[src/rtl/miriscv_lsu_ooo.sv]
// miriscv_lsu_ooo -- load/store unit with up to OUTSTANDING in-flight
// transactions on a request/grant/response data bus.
//
// Optional feature macro: MIRISCV_LSU_MISALIGN_TRAP_EN
//   defined   : misaligned requests are dropped and lsu_misalign_o pulses
//   undefined : misaligned addresses are aligned down to the access size
//
// Ports
//   clk_i, arstn_i          clock, async active-low reset
//   lsu_req_i/kill_i/we_i   core request, same-cycle kill, store flag
//   lsu_size_i              funct3 access size (B/H/W/BU/HU)
//   lsu_addr_i/data_i/rd_i  byte address, right-aligned store data, load tag
//   lsu_stall_o             request present but not accepted
//   lsu_rvalid_o/rdata_o/rd_o  registered load result and its tag
//   lsu_misalign_o          registered misaligned-access pulse
//   lsu_busy_o, lsu_outstanding_o  in-flight status
//   data_*                  memory-side request/grant/response bus
module miriscv_lsu_ooo #(
    parameter int unsigned XLEN           = 32,
    parameter int unsigned OUTSTANDING    = 2,
    parameter int unsigned GPR_ADDR_WIDTH = 5
) (
    input  logic                               clk_i,
    input  logic                               arstn_i,
    input  logic                               lsu_req_i,
    input  logic                               lsu_kill_i,
    input  logic                               lsu_we_i,
    input  logic [2:0]                         lsu_size_i,
    input  logic [XLEN-1:0]                    lsu_addr_i,
    input  logic [XLEN-1:0]                    lsu_data_i,
    input  logic [GPR_ADDR_WIDTH-1:0]          lsu_rd_i,
    output logic                               lsu_stall_o,
    output logic                               lsu_rvalid_o,
    output logic [XLEN-1:0]                    lsu_rdata_o,
    output logic [GPR_ADDR_WIDTH-1:0]          lsu_rd_o,
    output logic                               lsu_misalign_o,
    output logic                               lsu_busy_o,
    output logic [$clog2(OUTSTANDING+1)-1:0]   lsu_outstanding_o,
    output logic                               data_req_o,
    input  logic                               data_gnt_i,
    output logic                               data_we_o,
    output logic [XLEN/8-1:0]                  data_be_o,
    output logic [XLEN-1:0]                    data_addr_o,
    output logic [XLEN-1:0]                    data_wdata_o,
    input  logic                               data_rvalid_i,
    input  logic [XLEN-1:0]                    data_rdata_i
);

    localparam int unsigned CW = $clog2(OUTSTANDING + 1);
    localparam int unsigned PW = (OUTSTANDING > 1) ? $clog2(OUTSTANDING) : 1;

    // One pending transaction: enough to route and extend its response
    typedef struct packed {
        logic                      we;
        logic [2:0]                size;
        logic [1:0]                off;
        logic [GPR_ADDR_WIDTH-1:0] rd;
    } rsp_entry_t;

    rsp_entry_t        fifo_q [OUTSTANDING];
    logic [PW-1:0]     wptr_q;
    logic [PW-1:0]     rptr_q;
    logic [CW-1:0]     count_q;

    logic              is_h;
    logic              is_w;
    logic [1:0]        off;
    logic              trap;
    logic              issue;
    logic              accept;
    logic              pop;
    rsp_entry_t        head;
    logic [XLEN-1:0]   shifted;
    logic [XLEN-1:0]   ext_data;
    logic              head_signed;

    // Sizes 000/100 are bytes, 001/101 halves, everything with bit 1 set is a word
    assign is_h = (lsu_size_i[1:0] == 2'b01);
    assign is_w = lsu_size_i[1];

`ifdef MIRISCV_LSU_MISALIGN_TRAP_EN
    logic misaligned;
    assign misaligned = (is_h & lsu_addr_i[0]) | (is_w & (lsu_addr_i[1:0] != 2'b00));
    assign trap       = misaligned;
    assign off        = lsu_addr_i[1:0];

    // Trap pulse, one cycle after the offending request
    always_ff @(posedge clk_i or negedge arstn_i) begin
        if (!arstn_i) begin
            lsu_misalign_o <= 1'b0;
        end else begin
            lsu_misalign_o <= lsu_req_i & ~lsu_kill_i & misaligned;
        end
    end
`else
    // Misaligned accesses are silently aligned down to the access size
    assign trap           = 1'b0;
    assign off            = is_w ? 2'b00 : (is_h ? {lsu_addr_i[1], 1'b0} : lsu_addr_i[1:0]);
    assign lsu_misalign_o = 1'b0;
`endif

    assign issue  = lsu_req_i & ~lsu_kill_i & ~trap & (count_q < CW'(OUTSTANDING));
    assign accept = issue & data_gnt_i;
    assign pop    = data_rvalid_i & (count_q != '0);

    assign lsu_stall_o       = lsu_req_i & ~lsu_kill_i & ~accept & ~trap;
    assign lsu_busy_o        = (count_q != '0);
    assign lsu_outstanding_o = count_q;

    // Bus request payload, held at zero while nothing is issued
    always_comb begin
        data_req_o   = issue;
        data_we_o    = 1'b0;
        data_be_o    = '0;
        data_addr_o  = '0;
        data_wdata_o = '0;
        if (issue) begin
            data_we_o   = lsu_we_i;
            data_addr_o = {lsu_addr_i[XLEN-1:2], 2'b00};
            if (is_w) begin
                data_be_o    = 4'b1111;
                data_wdata_o = lsu_data_i;
            end else if (is_h) begin
                data_be_o    = 4'b0011 << off;
                data_wdata_o = {2{lsu_data_i[15:0]}};
            end else begin
                data_be_o    = 4'b0001 << off;
                data_wdata_o = {4{lsu_data_i[7:0]}};
            end
        end
    end

    // Align the returned word to the head entry's byte offset and extend
    assign head        = fifo_q[rptr_q];
    assign head_signed = ~head.size[2];
    assign shifted     = data_rdata_i >> {head.off, 3'b000};

    always_comb begin
        ext_data = shifted;
        if (!head.size[1]) begin
            if (head.size[0]) begin
                ext_data = {{16{head_signed & shifted[15]}}, shifted[15:0]};
            end else begin
                ext_data = {{24{head_signed & shifted[7]}}, shifted[7:0]};
            end
        end
    end

    function automatic logic [PW-1:0] ptr_inc(input logic [PW-1:0] p);
        return (p == PW'(OUTSTANDING - 1)) ? '0 : p + PW'(1);
    endfunction

    // Response FIFO, in-flight count and registered load result
    always_ff @(posedge clk_i or negedge arstn_i) begin
        if (!arstn_i) begin
            wptr_q       <= '0;
            rptr_q       <= '0;
            count_q      <= '0;
            lsu_rvalid_o <= 1'b0;
            lsu_rdata_o  <= '0;
            lsu_rd_o     <= '0;
            for (int i = 0; i < int'(OUTSTANDING); i++) begin
                fifo_q[i] <= '0;
            end
        end else begin
            if (accept) begin
                fifo_q[wptr_q] <= '{we: lsu_we_i, size: lsu_size_i, off: off, rd: lsu_rd_i};
                wptr_q         <= ptr_inc(wptr_q);
            end
            if (pop) begin
                rptr_q <= ptr_inc(rptr_q);
            end
            count_q      <= count_q + CW'(accept) - CW'(pop);
            lsu_rvalid_o <= pop & ~head.we;
            if (pop & ~head.we) begin
                lsu_rdata_o <= ext_data;
                lsu_rd_o    <= head.rd;
            end
        end
    end

    rvalid_without_pending: assert property (@(posedge clk_i) disable iff (!arstn_i)
        !(data_rvalid_i && (count_q == '0)))
        else $error("lsu: data_rvalid_i with no outstanding transaction");

endmodule

[config.mk]
export PLATFORM = sky130hd
export DESIGN_NAME = miriscv_lsu_ooo
export DESIGN_NICKNAME = d
export VERILOG_FILES = /design/src/rtl/miriscv_lsu_ooo.sv
export SDC_FILE = /design/constraint.sdc
export NUM_CORES = 1
export LEC_CHECK = 0
export ABC_AREA = 1
export BUFFER_PORTS_ARGS = -buffer_cell sky130_fd_sc_hd__clkbuf_2
export CORE_ASPECT_RATIO = 0.6
export CORE_MARGIN = 4
export CORE_UTILIZATION = 43
export CTS_BUF_LIST = sky130_fd_sc_hd__clkbuf_8
export DETAILED_ROUTE_END_ITERATION = 16
export HOLD_SLACK_MARGIN = 0.08
export PLACE_DENSITY = 0.81
export SLEW_MARGIN = 0
export SYNTH_ARGS = -nofsm -noshare
export SYNTH_HDL_FRONTEND = slang
export SYNTH_SLANG_ARGS = --single-unit
[constraint.sdc]
create_clock -name clk_i -period 1.55 [get_ports clk_i]
set_input_delay 0.155 -clock clk_i [delete_from_list [all_inputs] [get_ports clk_i]]
set_output_delay 0.155 -clock clk_i [all_outputs]
set_load 0.02 [all_outputs]
# After elaboration in Yosys (flattened, before gate mapping)
# Index checks and enable logic that the tools add are counted.
[op_classes] addsub=4 order_cmp=4 eq_ne=1 n_shift=3 mux=20 n_bitwise=14 n_reduce_logical=2
[op_table] operator="$mux W32" n=6
[op_table] operator="$mux W11" n=4
[op_table] operator="$shr A32 B5 Y32" n=1
[op_table] operator="$bwmux W22" n=1
[op_table] operator="$mux W4" n=3
[op_table] operator="$demux W11 S1" n=1
[op_table] operator="$and A1 B1 Y1" n=8
[op_table] operator="$ge A2 B2 Y1 const B" n=2
[op_table] operator="$mux W1" n=4
[op_table] operator="$not A1 Y1" n=4
[op_table] operator="$not A1 Y2" n=2
[op_table] operator="$shl A1 B2 Y4 const A" n=1
[op_table] operator="$shl A2 B2 Y4 const A" n=1
[op_table] operator="$add A1 B1 Y1 const B" n=2
[op_table] operator="$add A2 B1 Y2" n=1
[op_table] operator="$eq A2 B1 Y1 const B" n=1
[op_table] operator="$lt A2 B1 Y1 const B" n=1
[op_table] operator="$lt A2 B2 Y1 const B" n=1
[op_table] operator="$mux W2" n=1
[op_table] operator="$reduce_bool A2 Y1" n=1
[op_table] operator="$sub A2 B1 Y2" n=1
[op_table] operator="$logic_and A1 B1 Y1" n=1
[word_totals] ff_bits=64 inputBits=111 out_inout_bits=113 elab_cells=62

# Longest topological paths before layout
[depth] depth_word=8 depth_mapped=12 depth_no_buf=10

# Worst setup path before layout
# Ideal clock, no wire load.
[synth_timing] path_kind="register to output" start="reg count_q[1], in the netlist lsu_outstanding_o[1]" end="out data_be_o[0]" arrival_ps=1418 t_required_ps=1395 setup_slack_ps=-23 stages_incl_launch_ff=5 path_buffers=1 cell_sequence="dfrtp_1 -> inv_1 -> nand2_1 -> clkbuf_1 -> nor3_1"
[synth_via] elab_chain_len=3
[synth_rtl] element="from (decl)" line="63" rtl="logic [CW-1:0] count_q;"
[synth_rtl] element="from (signal assigned)" line="173" rtl="count_q <= count_q + CW'(accept) - CW'(pop);"
[synth_rtl] element="$lt A2 B2 Y1" line="102" rtl="assign issue = lsu_req_i & ~lsu_kill_i & ~trap & (count_q < CW'(OUTSTANDING));"
[synth_rtl] element="$and A1 B1 Y1" line="102"
[synth_rtl] element="$mux W4" line="117" rtl="if (issue) begin"
[synth_rtl] element="to (decl)" line="42" rtl="output logic [XLEN/8-1:0] data_be_o,"
# Every way passes these cells.

# Final worst setup path
[layout_timing] start="reg count_q[1], in the netlist lsu_outstanding_o[1]" end="out data_addr_o[28]"
[layout_via] elab_chain_len=3
[layout_rtl] element="$lt A2 B2 Y1" line="102"
[layout_rtl] element="$and A1 B1 Y1" line="102"
[layout_rtl] element="$mux W32" line="117"
[layout_rtl] element="to (decl)" line="43" rtl="output logic [XLEN-1:0] data_addr_o,"
# Every way passes these cells.

==> impl.org <==
** Logic synthesis
- After synthesis, the mean cell area works out to 6.605 um^2.
- After synthesis, the cell types taking the most area are dfrtp_1 37%, nand2_1 14%, inv_1 9.0%.
- For this run, the number of Yosys warnings is 0.
- Share of flip-flops with an asynchronous set or reset :: between 90% and 100%
- After synthesis the cells add up to 4359 um^2.
- Count of flip-flops with a built-in enable after synthesis :: 0
- Main synth FF type :: dfrtp_1
- Share of synthesized area occupied by flip-flops and latches :: 36.74%
- Of the post-synthesis cell area, the dominant cell type holds a little under two fifths.
- Number of distinct library cells after synthesis :: 33
- Number of cells produced by synthesis :: 660
- Synthesis inferred 64 register bits.
- Post-synth top area cell :: dfrtp_1

** Floorplanning
- Chip width :: 138.0 um
- The initial utilization of the core area, before any placement, comes to 44.12%.
- Die Footprint :: 11,870 um^2
- Core footprint :: 9879 um^2
- DIE HEIGHT :: around 86 um
- Rows :: 28
- 224 I/O pins were placed.

** Route
- Amount of wire on met3 after detailed routing :: about 1.6 mm
- Vias per cell :: between 5 and 6
- Post-DR wirelength/cell :: 16.40 um
- Summed over all nets, wire length on met2 after detailed routing comes to around 8.4 mm.
- Detailed router's first-iteration violation count :: 440
- In this run the top signal layer used is met4.
- Total via count after detailed routing :: around 5,500
- The routed design has 17.56 mm of wire.
- Number of iterations in the first detailed-routing pass :: 7
- After detailed routing, the wire length on met1 is 7.285 mm.
- DRT antenna net count :: 0
- For this run, design rule violations remaining after detail routing come to 0.

** Final layout
- Across the whole layout, storage elements account for approximately 1600 um^2.
- Cell area after layout :: around 7400 um^2
- Diodes inserted :: 0
- Counting the fill cells in the layout gives between 600 and 700.
- Area growth from synthesis to final layout :: 70.32%
- After the last flow step, the layout net total stands at 1,043.
- The library cell used most frequently in the layout, excluding fill and tap cells, is clkbuf_2.
- For this run, the share of the core covered by cells in the final layout is between 70% and 80%.
- Multi-input gate area :: 2766 um^2
- In the final layout, the share of cells above drive strength 1 is 47.86%.
- In the layout the commonest cells are 151 x clkbuf_2, 137 x nand2_1, 100 x inv_1, 76 x nor2_1.

** STA
- Max-slew violation total from the final report :: 0
- Setup violations remaining at the end of the flow were counted as 99.
- Setup repair after global routing could not meet its margin everywhere.
- Final-layout setup total negative slack :: -8.339 ns
- Once routing completed, OpenROAD measured the worst setup slack at -0.1441 ns.
- Endpoints failing hold :: 0
- Counting I/O delays and the setup requirement, the final critical path takes 1.694 ns.
- Share of the clock period used by the worst path :: 109.3%
- Clock skew on the completed layout was measured at 0.01630 ns.
- Derived from the worst setup path, the maximum achievable clock frequency is 590.3 MHz.

** Placement
- Detailed-placement wirelength estimate :: approximately 11 mm
- Final weighted congestion of routability-driven global placement :: 0.9398
- Placement Cell Area :: about 5800 um^2
- IO Port Bufs :: 220

** Setup path
- The worst setup path is captured at an output pin.
- The most numerous cell type found on the critical path is buf_12.
- On the worst path, the slowest cell contributes a delay of 0.40 ns.
- Type of element launching the critical path :: flop
- Data arrival at the endpoint of the critical path :: 1.54 ns
- Required time at the worst-slack endpoint :: 1.39 ns
- For this design, the slowest cell found on the critical path is dfrtp_1.
- In this run the worst path has a maximum fanout of 13.
- Slack of the worst reg-to-reg path :: -0.14 ns
- Cells along the critical path :: inv_2, nand2_4, buf_12, buf_12, nor2_4, buf_8
- Classification of the worst setup path :: flop to output pin

** Pwr
- Static leakage power :: 3.998 nW
- Peak supply drop :: 1.030 mV
- Power per cell area :: 2050 nW/um^2

** GRT
- The first global-routing pass estimated 24.41 mm of wire.
- Entering global routing, the biggest net connects 65 pins.
- Overflow left after global routing :: 0
- Global-route total usage across every layer :: 26.21%
- The number of antenna violations at the first check in global routing came to 0.
- Number of global-route vias before repair :: 4,864

** CTS
- Clock tree synthesis inserted a total of 9 buffers.
- At the later pin of the worst-skew pair, clock insertion delay measures 0.37 ns.
- Clock-pin slew was measured on the worst setup and hold paths at 0.07 ns.
- Count of clock tree sinks :: 64
- Counting along the longest clock path gives a buffer depth of 2.
- Number of H-tree levels :: 3
- TritonCTS built the clock tree.
- In this run the clock root is driven by a clkbuf_8.

** Min path
- Hold Path Class :: input port to flop

** Run status
- The flow ran to the end, but the final reports show violations.
- Violated checks :: setup timing

** Job
- The tool flagged a number of max-cap violations equal to 0.
==> sequential cells by signal, indices dropped and copies added, names as in the netlist <==
name	flops
rptr_q	1
lsu_rd_o	5
fifo_q	22
lsu_outstanding_o	2
wptr_q	1
lsu_rvalid_o	1
lsu_rdata_o	32
==> critical path, delay by kind of cell (launching register included) <==
kind / cells / cell delay (ns)
buffers and inverters: 4 / 0.54
flip-flops: 1 / 0.40
AND/OR/NAND/NOR: 2 / 0.24
==> kinds of logic (layout without fill, tap and decap cells) <==
family | Yosys count | after routing | share of synthesized area, %
simple gates | 347 | 350 | 35.96
buf+inv | 147 | 418 | 14.32
compound gates | 98 | 98 | 12.20
flops | 64 | 64 | 36.74
xor+xnor | 2 | 2 | 0.4019
fa+ha+maj | 1 | 1 | 0.2870
other cells | 1 | 3 | 0.08603
==> through the flow <==
| stage | hold slack [ns] | std cells | worst slack [ns] | power, mW |
|---|---|---|---|---|
| after detailed placement | 0.1947 | 1021 | -0.1004 | 10.60 |
| after floorplan | -0.1406 | 662 | -0.02335 | 8.141 |
| after CTS | 0.08432 | 1055 | -0.1196 | 13.02 |
| after global placement | 0.1896 | 1021 | -0.06822 | 10.46 |
| after global routing | 0.09365 | 1071 | -0.2228 | 16.13 |
| final | 0.07561 | 1071 | -0.1441 | 15.22 |
==> layer usage <==
layer  up-vias  GRT usage (%)
met5         -              0
met4         0          5.830
met3        40          7.327
met2       276          40.18
met1      2556          37.06
li1       2582              -
==> what timing repair did <==
item                       CTS  global route
pin swaps                   14            35
cloned                       4             4
hold buffers                 6             0
hold endpoints to repair    74             0
gates resized for setup    146           181
setup buffers                8            12
setup endpoints to repair  104           119
==> cells in the mapped netlist, types with 3 or more instances <==
| cell | number |
|---|---|
| a21oi_1 | 43 |
| a31oi_1 | 12 |
| buf_2 | 10 |
| buf_4 | 5 |
| buf_6 | 5 |
| clkbuf_1 | 15 |
| clkinv_1 | 3 |
| dfrtp_1 | 64 |
| inv_1 | 105 |
| nand2_1 | 160 |
| nand2_2 | 11 |
| nand2_4 | 4 |
| nand3_1 | 37 |
| nand3_2 | 12 |
| nor2_1 | 97 |
| nor3_1 | 4 |
| o211ai_1 | 7 |
| o21ai_0 | 33 |
| or2_0 | 5 |
| or2_2 | 12 |
==> worst paths after layout <==
check                                startpoint         endpoint  cells after the start
max                        lsu_outstanding_o[1]  data_addr_o[28]                      6
min                                 lsu_rd_i[3]        fifo_q[3]                      3
max reg2reg                              rptr_q  lsu_rdata_o[25]                     12
min reg2reg                          fifo_q[14]       fifo_q[14]                      2
max in group asynchronous               arstn_i  lsu_rdata_o[10]                      3
min in group asynchronous               arstn_i   lsu_rdata_o[9]                      3
==> final cells by class <==
class	instances	share of cell area [%]
clock buffer	10	1.854
clock inverter	6	0.8089
inverter	110	5.865
multi-input combinational	454	37.26
sequential	64	21.57
tap	135	2.275
timing repair buffer	292	30.37
==> power breakdown <==
| group | switching [mW] | total (mW) | leakage, nW | internal (mW) |
|---|---|---|---|---|
| sequential | 0.577 | 3.12 | 0.758 | 2.54 |
| clock | 0.693 | 1.47 | 0.103 | 0.777 |
| combinational | 6.34 | 10.6 | 3.14 | 4.29 |
No activity file was read; power rests on OpenSTA's default activity.
